<file path="src/rtl/mux_arb_n.sv">
// N-channel valid/ready multiplexer with fixed-select or round-robin grant
// and a single registered output stage allowing one word per cycle.
module mux_arb_n #(
    parameter int unsigned WIDTH = 64,
    parameter int unsigned N     = 4
) (
    input  logic                   clk,
    input  logic                   reset,
    input  logic [N*WIDTH-1:0]     in_data,
    input  logic [N-1:0]           in_valid,
    output logic [N-1:0]           in_ready,
    input  logic [$clog2(N)-1:0]   sel,
    input  logic                   rr_mode,
    output logic [WIDTH-1:0]       out_data,
    output logic                   out_valid,
    output logic [$clog2(N)-1:0]   out_ch,
    input  logic                   out_ready
);

    localparam int unsigned SELW = $clog2(N);

    logic [SELW-1:0] ptr;
    logic [SELW-1:0] grant;
    logic [SELW-1:0] idx;
    logic            gnt_valid;
    logic            can_load;
    logic            xfer_in;

    // Grant selection: fixed channel, or first valid channel searching from ptr
    always_comb begin
        grant     = '0;
        gnt_valid = 1'b0;
        idx       = '0;
        if (!rr_mode) begin
            grant     = sel;
            gnt_valid = in_valid[sel];
        end else begin
            // Descending scan so the smallest offset from ptr wins
            for (int k = N - 1; k >= 0; k--) begin
                idx = ptr + SELW'(k);
                if (in_valid[idx]) begin
                    grant     = idx;
                    gnt_valid = 1'b1;
                end
            end
        end
    end

    // Handshake: ready only to the granted channel when the output slot is free
    always_comb begin
        can_load = !out_valid || out_ready;
        xfer_in  = gnt_valid && can_load && !reset;
        in_ready = '0;
        if (xfer_in) begin
            in_ready = N'(1) << grant;
        end
    end

    // Output register stage and round-robin pointer
    always_ff @(posedge clk) begin
        if (reset) begin
            out_valid <= 1'b0;
            out_data  <= '0;
            out_ch    <= '0;
            ptr       <= '0;
        end else if (xfer_in) begin
            out_valid <= 1'b1;
            out_data  <= in_data[32'(grant) * WIDTH +: WIDTH];
            out_ch    <= grant;
            if (rr_mode) begin
                ptr <= grant + SELW'(1);
            end
        end else if (out_valid && out_ready) begin
            out_valid <= 1'b0;
        end
    end

endmodule

</file>
<file path="config.mk">
export PLATFORM = sky130hd
export DESIGN_NAME = mux_arb_n
export DESIGN_NICKNAME = d
export VERILOG_FILES = /design/src/rtl/mux_arb_n.sv
export SDC_FILE = /design/constraint.sdc
export NUM_CORES = 1
export LEC_CHECK = 0
export CAP_MARGIN = 0
export CORE_MARGIN = 3
export CORE_UTILIZATION = 36
export DETAILED_ROUTE_END_ITERATION = 12
export PLACE_DENSITY = 0.9
export SETUP_SLACK_MARGIN = 0.5
export SYNTH_ARGS = -nofsm -noshare
export SYNTH_HDL_FRONTEND = slang
export SYNTH_SLANG_ARGS = --single-unit
</file>
<file path="constraint.sdc">
create_clock -name clk -period 1.85 [get_ports clk]
set_input_delay 0.37 -clock clk [delete_from_list [all_inputs] [get_ports clk]]
set_output_delay 0.37 -clock clk [all_outputs]
set_load 0.01 [all_outputs]
</file>
==> impl_metrics.csv <==
group,metric,value,unit
floorplan,io_pins,337,
clocking,clock-sinks,69,
outcome,status,"complete, but fails checks",
global_routing,grtUsageTotal,29.0,%
finish,multiInputGateArea,4500,um^2
timing,setup_viol,69,
power_and_ir_drop,p_int,4830,uW
global_routing,antenna_found_initial,4,
global_routing,grt_max_degree,69,
finish,drive_gt1_share,32.7,%
clocking,cts_tree,"built",
logic_synthesis,synthArstFlopShare,0,%
setup_path,endpoint_kind,"output port",
timing,post-route-period-util,115,%
power_and_ir_drop,p_leak,0.00425,uW
floorplan,floorplan.initialDensity,36.9,%
logic_synthesis,yosys_warnings,0,
logic_synthesis,yosysTopAreaCell,"dfxtp_1",
finish,final_nets,1285,
power_and_ir_drop,p_comb_share,48.8,%
worst_hold_path,hold_path_class,"in -> reg",
power_and_ir_drop,peakVddDrop,0.000475,V
logic_synthesis,synthTopCellsByArea,"dfxtp_1 24%, a221oi_2 16%, nand3_1 11%",
timing,worst_slew_pin_slew,0.836,ns
floorplan,row_count,46,
timing,finalClockSkew,0.00712,ns
timing,finalCriticalPeriod,2.12,ns
setup_path,start_kind,"flip-flop",
finish,final_cell_area,11400,um^2
route,wire_per_inst,24.9,um
outcome,violations,"setup timing",
timing,relSlewSlack,44.3,%
timing,fmax,471,MHz
logic_synthesis,synth_edf_count,0,
floorplan,core,15900,um^2
placement,dp_hpwl,17200,um
placement,place_area,9750,um^2
logic_synthesis,synth.net_count,943,
logic_synthesis,synth_top_area_share,23.5,%
timing,drv_slew,0,
run,drv_cap,0,
route,via_count,7773,
power_and_ir_drop,power_density,640,nW/um^2
route,vias_per_cell,6.25,
clocking,cts-root-buf,"clkbuf_16",
placement,io_buffer_count,336,
floorplan,die_w,134,um
logic_synthesis,ys_ff_latch,69,
placement,place_congestion,0.896,
power_and_ir_drop,switching_share,33.7,%
timing,tns,-10.99,ns
logic_synthesis,synth_cells,677,
finish,area_growth,93.5,%
logic_synthesis,synth_top_flop_cell,"dfxtp_1",
clocking,clk_pin_slew,0.06,ns
clocking,h-tree-depth,3,
setup_path,critPathKind,"reg -> out",
route,dr.pass1.iters,5,
timing,holdWs,0.425,ns
floorplan,die_height,134,um
global_routing,grt_pass1_vias,7309,
setup_path,cp_max_fo,5,
route,wl,31000,um
floorplan,die_area,17900,um^2
setup_path,cp.required,1.48,ns
timing,rsz0062_at_grt,"true",
power_and_ir_drop,seqPwrFrac,25.1,%
clocking,clk_latency,0.35,ns
timing,fin_ws,-0.275,ns
power_and_ir_drop,clkPwrFrac,26.1,%
logic_synthesis,syn_area,5880,um^2
finish,fillers,1114,
finish,register_area,1390,um^2
logic_synthesis,avgSynthCellArea,8.68,um^2
route,drc,0,
timing,hold_viol,0,
clocking,clockBufferDepth,2,
logic_synthesis,ys_seq_area_share,23.5,%
power_and_ir_drop,p_sw,2450,uW
clocking,cts-buffers-inserted,9,
global_routing,overflow,0,
logic_synthesis,yosysUniqueCellTypes,41,
route,ant_nets,0,
global_routing,grt_pass1_wl,41200,um
setup_path,arrival,1.75,ns
route,drt_iter0_markers,601,
==> final cells by class <==
class                           instances  share of cell area, %
Multi-Input combinational cell        504                   39.6
Tap cell                              216                   2.38
Antenna cell                            4                 0.0880
Clock buffer                            9                   1.98
Sequential cell                        69                   12.2
Clock inverter                          7                  0.792
Inverter                                2                 0.0660
Timing Repair Buffer                  433                   42.9
==> per-stage QoR <==
step	util [%]	instances	total power [uW]	worst slack, ns
global placement	61.1	1174	4690	-0.951
finish	71.3	1244	7280	-0.275
global route	71.3	1244	7550	-0.366
floorplan	-	677	3400	-0.0957
CTS	66.6	1212	6850	-0.246
detailed placement	61.1	1174	4760	-1.01
==> Yosys cell counts, types with 5 or more instances <==
cell and instances:
nand3_1 129, and4_1 64, clkbuf_1 34, dfxtp_1 69, a221oi_2 62, nand2_1 5
o31ai_2 27, nand2b_1 5, buf_6 19, buf_4 12, buf_2 36, nor2_1 6
o21ai_0 68, o31ai_1 38, and3_1 64
==> worst paths after layout <==
check | start | endpoint | slack, ns | cells past startpoint
worst max register to register | ptr[1]$_SDFFE_PP0P_ | out_data[44]$_SDFFE_PP0P_ | -0.26 | 9
worst max-delay path | ptr[1]$_SDFFE_PP0P_ | in_ready[1] | -0.27 | 6
worst min register to register | out_data[13]$_SDFFE_PP0P_ | out_data[13]$_SDFFE_PP0P_ | 0.46 | 2
worst min-delay path | out_ready | out_valid$_SDFFE_PP0P_ | 0.43 | 3
==> state kept, by name, summed over array words and instances (netlist names) <==
register,flops
out_ch,2
out_data,64
out_valid,1
ptr,2
==> cell usage in the layout (no fill, tap or decap), types with 5 or more instances in the layout <==
cell	instances
o31ai_2	35
buf_12	12
o21ai_1	7
and4_1	64
buf_4	30
dlygate4sd2_1	22
dfxtp_1	65
o31ai_1	29
nand3_1	128
buf_8	5
clkbuf_16	21
clkdlybuf4s50_1	256
a221oi_2	57
a221oi_4	7
clkbuf_2	9
clkdlybuf4s15_1	35
buf_6	27
and3_4	60
o21ai_0	59
buf_16	18
==> power by group through the flow <==
stage | Combinational (uW) | Sequential [uW] | Clock, uW
after floorplan | 1460 | 1940 | 0
after global placement | 2860 | 1840 | 0
after detailed placement | 2910 | 1850 | 0
after CTS | 3130 | 1810 | 1910
after global routing | 3720 | 1850 | 1990
final | 3550 | 1830 | 1900
==> worst max-delay path, cell delays in order, from the launching register on <==
cell and delay (ns):
dfxtp_4 0.38, nand2_2 0.08, buf_4 0.14, a221oi_4 0.37, nor2_4 0.11, nor3_4 0.17, buf_2 0.17
==> timing repair <==
item,4_1_cts,5_1_grt
pin swaps,11,38
buffers inserted,9,12
cloned,13,16
resized for setup,191,110
hold buffers,0,0
setup endpoints to repair,140,111
==> kinds of logic after synthesis <==
kind of cell           count (synthesis)  share of synthesized area (%)
multiplexers                           3                          0.958
flip-flops                            69                           23.5
buffers and inverters                104                           10.6
AO/OA/AOI/OAI                        212                           34.6
AND/OR/NAND/NOR                      289                           30.3
==> metal layers <==
metal	vias to the layer above	share of wire [%]	global-route usage, %
met2	493	50	50.4
met4	0	5.1	13.7
met3	114	9.3	6.68
li1	3423	-	-
met1	3743	36	33.7
met5	-	0	0
(Power assumes the default switching activity.)
